==> src/rtl/clk_tick_pkg.sv <==
// rtl/clk_tick_pkg.sv - shared constants and helpers for the tick generator
package clk_tick_pkg;

  localparam int DEFAULT_DIV_BOARD = 100000;
  localparam int DEFAULT_DIV_SIM   = 4;
  localparam int MAX_W             = 32;

  function automatic int chan_bits(input int nch);
    return (nch > 1) ? $clog2(nch) : 1;
  endfunction

  // A programmed divisor of 0 behaves exactly like 1.
  function automatic logic [MAX_W-1:0] eff_div(input logic [MAX_W-1:0] div);
    return (div == '0) ? MAX_W'(1) : div;
  endfunction

endpackage

==> src/rtl/clk_tick_chan.sv <==
// rtl/clk_tick_chan.sv - one modulo-divider channel with shadowed divisor reload
module clk_tick_chan
  import clk_tick_pkg::*;
#(
  parameter int W           = 24,
  parameter int DEFAULT_DIV = DEFAULT_DIV_BOARD
) (
  input  logic         clk,
  input  logic         reset,
  input  logic         en,
  input  logic         clear,
  input  logic         load,
  input  logic [W-1:0] load_div,
  output logic         tick,
  output logic         sq,
  output logic         pending
);

  logic [W-1:0]     cnt;
  logic [W-1:0]     act_div;
  logic [W-1:0]     shd_div;
  logic [W-1:0]     eff;
  logic [MAX_W-1:0] eff_full;
  logic             wrap;

  assign eff_full = eff_div(MAX_W'(act_div));
  assign eff      = eff_full[W-1:0];
  assign wrap     = en & (cnt == eff - W'(1));

  generate
    if (W < MAX_W) begin : g_unused
      logic unused_eff_hi;
      assign unused_eff_hi = ^eff_full[MAX_W-1:W];
    end
  endgenerate

  always_ff @(posedge clk) begin
    if (reset) begin
      cnt     <= '0;
      act_div <= W'(DEFAULT_DIV);
      shd_div <= W'(DEFAULT_DIV);
      pending <= 1'b0;
      sq      <= 1'b0;
      tick    <= 1'b0;
    end else if (clear) begin
      cnt     <= '0;
      sq      <= 1'b0;
      tick    <= 1'b0;
      pending <= 1'b0;
      if (load) begin
        act_div <= load_div;
        shd_div <= load_div;
      end else if (pending) begin
        act_div <= shd_div;
      end
    end else begin
      tick <= wrap;
      if (wrap) begin
        cnt <= '0;
        sq  <= ~sq;
      end else if (en) begin
        cnt <= cnt + W'(1);
      end
      // Swaps happen only at a wrap, so the running period always finishes on the old divisor.
      if (load) begin
        shd_div <= load_div;
        if (wrap) act_div <= load_div;
        else      pending <= 1'b1;
      end else if (wrap && pending) begin
        act_div <= shd_div;
        pending <= 1'b0;
      end
    end
  end

endmodule

==> src/rtl/clk_tick_gen.sv <==
// rtl/clk_tick_gen.sv - multi-channel programmable tick/square-wave timebase
module clk_tick_gen
  import clk_tick_pkg::*;
#(
  parameter int NCH         = 2,
  parameter int W           = 24,
  parameter int DEFAULT_DIV = DEFAULT_DIV_BOARD
) (
  input  logic                          clk,
  input  logic                          reset,
  input  logic                          en,
  input  logic                          clear,
  input  logic                          cfg_valid,
  output logic                          cfg_ready,
  input  logic [chan_bits(NCH)-1:0]     cfg_chan,
  input  logic [W-1:0]                  cfg_div,
  output logic [NCH-1:0]                tick,
  output logic [NCH-1:0]                sq,
  output logic [NCH-1:0]                pending
);

  localparam int CHW = chan_bits(NCH);

  logic [NCH-1:0] load;

  // Out-of-range channel numbers match no slot, so they are never ready.
  always_comb begin
    cfg_ready = 1'b0;
    load      = '0;
    for (int i = 0; i < NCH; i++) begin
      if (cfg_chan == CHW'(i)) cfg_ready = ~pending[i];
    end
    for (int i = 0; i < NCH; i++) begin
      load[i] = cfg_valid & cfg_ready & (cfg_chan == CHW'(i));
    end
  end

  generate
    for (genvar g = 0; g < NCH; g++) begin : g_chan
      clk_tick_chan #(
        .W           (W),
        .DEFAULT_DIV (DEFAULT_DIV)
      ) u_chan (
        .clk      (clk),
        .reset    (reset),
        .en       (en),
        .clear    (clear),
        .load     (load[g]),
        .load_div (cfg_div),
        .tick     (tick[g]),
        .sq       (sq[g]),
        .pending  (pending[g])
      );
    end
  endgenerate

endmodule

==> config.mk <==
export PLATFORM = sky130hd
export DESIGN_NAME = clk_tick_gen
export DESIGN_NICKNAME = d
export VERILOG_FILES = /design/src/rtl/clk_tick_pkg.sv /design/src/rtl/clk_tick_chan.sv /design/src/rtl/clk_tick_gen.sv
export SDC_FILE = /design/constraint.sdc
export NUM_CORES = 1
export LEC_CHECK = 0
export BUFFER_PORTS_ARGS = -buffer_cell sky130_fd_sc_hd__buf_2
export CAP_MARGIN = 20
export CORE_MARGIN = 1.5
export CORE_UTILIZATION = 35
export DETAILED_ROUTE_END_ITERATION = 7
export PLACE_DENSITY = 0.47
export SYNTH_ARGS = -nofsm -noshare
export SYNTH_HDL_FRONTEND = slang
export SYNTH_SLANG_ARGS = --single-unit
==> constraint.sdc <==
create_clock -name clk -period 5 [get_ports clk]
set_clock_uncertainty 0.2 [all_clocks]
set_input_delay 1 -clock clk [delete_from_list [all_inputs] [get_ports clk]]
set_output_delay 1 -clock clk [all_outputs]
set_load 0.01 [all_outputs]
After elaboration in Yosys (flattened, before gate mapping)
Cells that the tools add are included.
W data, S select, Z words.
{"block": "totals", "register_bits": 150, "inputBits": 30, "out_inout_bits": 7, "wordCells": 70}
{"block": "classes", "add_sub_neg": 4, "n_eq_ne": 8, "n_mux": 21, "n_bitwise": 10, "reduce_logical": 15}
{"cell": "$mux W24", "n": 14}
{"cell": "$add A24 B1 Y24 const B", "n": 2}
{"cell": "$eq A24 B24 Y1", "n": 2}
{"cell": "$logic_not A24 Y1", "n": 2}
{"cell": "$sub A24 B1 Y24 const B", "n": 2}
{"cell": "$mux W1", "n": 7}
{"cell": "$ne A3 B1 Y1 const B", "n": 2}
{"cell": "$ne A3 B3 Y1 const B", "n": 2}
{"cell": "$reduce_and A3 Y1", "n": 2}
{"cell": "$reduce_bool A3 Y1", "n": 2}
{"cell": "$reduce_or A3 Y1", "n": 2}
{"cell": "$and A1 B1 Y1", "n": 5}
{"cell": "$not A1 Y1", "n": 5}
{"cell": "$ne A2 B2 Y1 const B", "n": 2}
{"cell": "$reduce_and A2 Y1", "n": 2}
{"cell": "$reduce_bool A2 Y1", "n": 2}
{"cell": "$logic_and A1 B1 Y1", "n": 2}
{"cell": "$reduce_or A2 Y1", "n": 1}

Logic depth before layout (Yosys ltp)
{"block": "depth", "depth_word": 9, "mapped_depth": 16, "ltp_nobuf": 13}

By module
From an unflattened synthesis, not the netlist that was laid out.
{"block": "unflattened", "cells_unflattened": 862, "hier_area_um2": 8005.2}
{"module": "clk_tick_chan (g_chan[0].u_chan)", "n_inst": 1, "cells_per_inst": 428, "area_per_inst_um2": 4032.6, "seq_area_each_um2": 1501.4}
{"module": "clk_tick_chan (g_chan[1].u_chan)", "n_inst": 1, "cells_per_inst": 431, "area_per_inst_um2": 3946.3, "seq_area_each_um2": 1501.4}
{"module": "clk_tick_gen", "n_inst": 1, "cells_per_inst": 3, "area_per_inst_um2": 26.3, "seq_area_each_um2": 0.0}

Worst setup path before layout
OpenSTA, ideal clock, no wires.
{"block": "synth_path", "path_kind": "reg2reg", "from": "register g_chan[0].u_chan.act_div[2]", "to": "register g_chan[0].u_chan.act_div[10]", "setup_time_ns": 0.123, "arrival_time_ns": 4.119, "required_time_ns": 4.677, "setup_slack_ns": 0.558, "stages_incl_launch_ff": 17, "path_buffers": 3, "period_less_slack_ns": 4.442, "cell_sequence": "dfxtp_1 or3_1 or2_0 clkbuf_1 nor3_2 nor2_1 ha_1 or4b_1 clkbuf_1 nor2_1 xnor2_1 or3_1 a2111oi_0 nand4bb_1 o41ai_4 buf_4 mux2_1"}
{"block": "synth_via", "elab_chain_cells": 8, "elab_cells_between_ends": 9, "classes_between": "1 x add/sub; 2 x eq/ne; 1 x mux; 1 x bitwise; 4 x reduce/logical"}
{"element": "from (decl)", "line_no": "clk_tick_chan.sv:20", "rtl": "logic [W-1:0] act_div;"}
{"element": "from (signal assigned)", "line_no": "clk_tick_chan.sv:40", "rtl": "act_div <= W'(DEFAULT_DIV);"}
{"element": "from (signal assigned)", "line_no": "clk_tick_chan.sv:51", "rtl": "act_div <= load_div;"}
{"element": "from (signal assigned)", "line_no": "clk_tick_chan.sv:54", "rtl": "act_div <= shd_div;"}
{"element": "$logic_not A24 Y1", "line_no": "clk_tick_pkg.sv:14", "rtl": "return (div == '0) ? MAX_W'(1) : div;"}
{"element": "$mux W24 (*)", "line_no": "clk_tick_pkg.sv:14"}
{"element": "$sub A24 B1 Y24 (*)", "line_no": "clk_tick_chan.sv:28", "rtl": "assign wrap = en & (cnt == eff - W'(1));"}
{"element": "$eq A24 B24 Y1 (*)", "line_no": "clk_tick_chan.sv:28"}
{"element": "$and A1 B1 Y1 (*)", "line_no": "clk_tick_chan.sv:28"}
{"element": "$logic_and A1 B1 Y1", "line_no": "clk_tick_chan.sv:69", "rtl": "end else if (wrap && pending) begin"}
{"element": "$reduce_bool A3 Y1 (no source line)"}
{"element": "$reduce_and A3 Y1 (no source line) (*)"}
Every way passes the cells marked *; elsewhere a longest branch is shown, timed or not.
A chain may end at the register's enable or synchronous reset.

Worst setup path after layout
{"block": "layout_path", "from": "register g_chan[1].u_chan.act_div[8]", "to": "register g_chan[1].u_chan.act_div[12]"}
{"block": "layout_via", "elab_chain_cells": 8, "elab_cells_between_ends": 9, "classes_between": "1 x add/sub; 2 x eq/ne; 1 x mux; 1 x bitwise; 4 x reduce/logical"}
{"element": "from (decl)", "line_no": "clk_tick_chan.sv:20"}
{"element": "from (signal assigned)", "line_no": "clk_tick_chan.sv:40"}
{"element": "from (signal assigned)", "line_no": "clk_tick_chan.sv:51"}
{"element": "from (signal assigned)", "line_no": "clk_tick_chan.sv:54"}
{"element": "$logic_not A24 Y1", "line_no": "clk_tick_pkg.sv:14"}
{"element": "$mux W24 (*)", "line_no": "clk_tick_pkg.sv:14"}
{"element": "$sub A24 B1 Y24 (*)", "line_no": "clk_tick_chan.sv:28"}
{"element": "$eq A24 B24 Y1 (*)", "line_no": "clk_tick_chan.sv:28"}
{"element": "$and A1 B1 Y1 (*)", "line_no": "clk_tick_chan.sv:28"}
{"element": "$logic_and A1 B1 Y1", "line_no": "clk_tick_chan.sv:69"}
{"element": "$reduce_bool A3 Y1 (no source line)"}
{"element": "$reduce_and A3 Y1 (no source line) (*)"}
Marked as above.

==> metrics.txt <==
internal power=2.15 mW; total power divided by cell area=324 nW/um2; status=finished clean; final hold slack=0.262 ns; CP endpoint kind=flip-flop; DP Worst Slack=0.196 ns; placed inst area=8220 um2; Final ANT Viol Nets=0; clock share of power=0.464; Sw Ratio=0.249; Simple-Gate Fraction of Synth Area=0.272; Gate Count Post-Synth=918; Comb power frac=0.094; Nets=974; FFs w/ async S/R, synth=0; CTS root buf=clkbuf_16; RSZ-0062 raised after global routing=false; via/cell ratio=5.12; Iteration-0 DRC Markers=265; most frequent cells in the layout=dfxtp_1 (150), nand2_1 (120), nor2_1 (100); CTS sink cnt=150; CP Launch Type=flip-flop; GRT Overall Usage=0.179; layout cells sized above 1=0.130; First-pass DRT Iterations=4; total gr overflow=0; Final HPWL DP=15300 um; Synth Area in XOR/XNOR=0.104; Die Span X=152 um; VDD IR max=0.000160 V; crit path cell chain=or4_1, nor3_2, a31oi_1, ha_1, nor4b_4, or4b_4, or3_1, o22a_1, a2111oi_4, o2111ai_4, a21o_1, a22o_1; Core ar.=21800 um2; final-report hold violation count=0; Hold Path Depth=2; CTS tree=built; Setup Fix Bufs, Post-CTS=0; final worst-path cycle share=0.933; max incr delay on CP=0.58 ns; worst min path class=flip-flop to flip-flop; main combinational cell family by area after synthesis=simple AND/OR/NAND/NOR gates; Routed WL=20500 um; via count=6305; # DRC=0; fmax=0.214 GHz; Seq pwr share=0.442; largest net degree at the start of global routing=76; Num CTS Buffers=17; post-synthesis register bit count=150; P_leak=3.22 nW; port bufs=36; P&R area growth vs syn=13.8%; H-tree lvl count=4; relative slew slack=0.428; Avg Inst Size Synth=8.47 um2; Initial Utilization=0.356; post-synthesis mux area share=0.0476; initial antenna violation count=0; fin area=8850 um2; WS Path Type=flip-flop to flip-flop; Sw Pwr=0.713 mW; Synthesized Nets=952; Std-Cell Rows=54; final core occ=0.405; register area=3000 um2; clk_lat worst skew=0.43 ns; footprint of the multi-input gates=4460 um2; maximum fanout along the worst path=24; Max Buffers Root-to-Sink=2; Post-synth EDFFs=0; num ports=37; Synth Area in Adders=0.00644; CP Data Required Time=5.12 ns; Reg clk slew, reported paths=0.06 ns; Final setup violation count=0; CP arrival=4.78 ns; Setup TNS=0 ns; Placer Congestion=0.861; Seq/Total Area, Yosys=0.386; fillers=2243; DIE AREA=23100 um2; final worst setup slack=0.336 ns; most common library cell in the layout ignoring fill and taps=dfxtp_1; unique cell type count in the Yosys netlist=76; ant diodes=0; Tightest Pin Transition=0.856 ns; Syn. warnings=0; Synth Flop Type=dfxtp_1; Max Cap Violations=0; Cell Area, Synth=7780 um2; worst r2r path cells=12; fin crit period=4.66 ns; vias in the first global route=6153; CP max stage cell=or4b_4; Die Y=152 um; Max Transition Viols Final=0; Compound-Gate Fraction of Synth Area=0.140; first-pass GRT wire length=33000 um; WL per Instance=16.7 um
## per-stage QoR
stage / std cells / power (mW)
floorplan: 918 / 1.48
CTS: 1232 / 2.90
detailed placement: 1201 / 1.56
global placement: 1201 / 1.56
global route: 1232 / 2.99
finish: 1232 / 2.87
## worst max-delay path, delay by kind of cell (launching register included)
| family | cells | cell delay [ns] |
|---|---|---|
| and+or+nand+nor | 5 | 1.77 |
| DFF | 1 | 0.47 |
| AOI/OAI and AO/OA | 6 | 1.85 |
| adders and majority gates | 1 | 0.26 |
## power by group through the flow
stage	Combinational, mW	Sequential [mW]	Clock, mW
CTS	0.271	1.27	1.37
floorplan	0.195	1.28	0
detailed placement	0.270	1.29	0
global placement	0.269	1.29	0
finish	0.270	1.27	1.33
global route	0.300	1.27	1.42
## timing repair
item | in CTS | in global routing
resized for setup | 0 | 5
setup endpoints to repair | 0 | 24
hold buffers | 0 | 0
## state kept, by name, indices dropped and copies added (netlist names)
register / flops
g_chan.u_chan.act_div: 48
g_chan.u_chan.cnt: 48
g_chan.u_chan.pending: 2
g_chan.u_chan.shd_div: 48
g_chan.u_chan.sq: 2
g_chan.u_chan.tick: 2
## cell usage after synthesis (19+ instances only)
| library cell | count | area [um2] |
|---|---|---|
| a21oi_1 | 42 | 210 |
| clkbuf_1 | 37 | 139 |
| dfxtp_1 | 150 | 3000 |
| inv_1 | 19 | 71.3 |
| mux2_1 | 20 | 225 |
| nand2_1 | 120 | 450 |
| nand3_1 | 21 | 105 |
| nand4_1 | 26 | 163 |
| nor2_1 | 101 | 379 |
| nor2b_1 | 25 | 156 |
| xnor2_1 | 42 | 368 |
| xor2_1 | 50 | 438 |
## final cells by class
cell class	instances	area share
clock buffers	20	0.0516
clock inverters	11	0.0168
inverters	19	0.00806
multi-input cells	694	0.504
flip-flops and latches	150	0.339
well taps	280	0.0396
repair buffers	58	0.0404
## kinds of logic (layout without fill, tap and decap cells)
logic type               count (synthesis)  in the layout
XOR/XNOR                                92             92
AO/OA/AOI/OAI                          145            145
multiplexers                            34             34
flip-flops                             150            150
adder cells (fa/ha/maj)                  4              4
buffers and inverters                   74            108
AND/OR/NAND/NOR                        419            419
## metal layers
| layer | up-vias | GRT usage | part of all wire | routed length, um |
|---|---|---|---|---|
| li1 | 3267 | - | - | - |
| met1 | 2947 | 0.219 | 0.47 | 9580 |
| met2 | 63 | 0.312 | 0.49 | 10100 |
| met3 | 28 | 0.0371 | 0.022 | 448 |
| met4 | 0 | 0.0624 | 0.022 | 454 |
| met5 | - | 0 | 0 | 0 |
## path summary, 6_finish.rpt
check,to,slack [ns],start
max reg2reg,g_chan[1].u_chan.act_div[12],0.34,g_chan[1].u_chan.act_div[8]
max,g_chan[1].u_chan.act_div[12],0.34,g_chan[1].u_chan.act_div[8]
min,g_chan[0].u_chan.shd_div[18],0.26,g_chan[0].u_chan.shd_div[18]
min reg2reg,g_chan[0].u_chan.shd_div[18],0.26,g_chan[0].u_chan.shd_div[18]
Power figures use the tool's default switching activity.
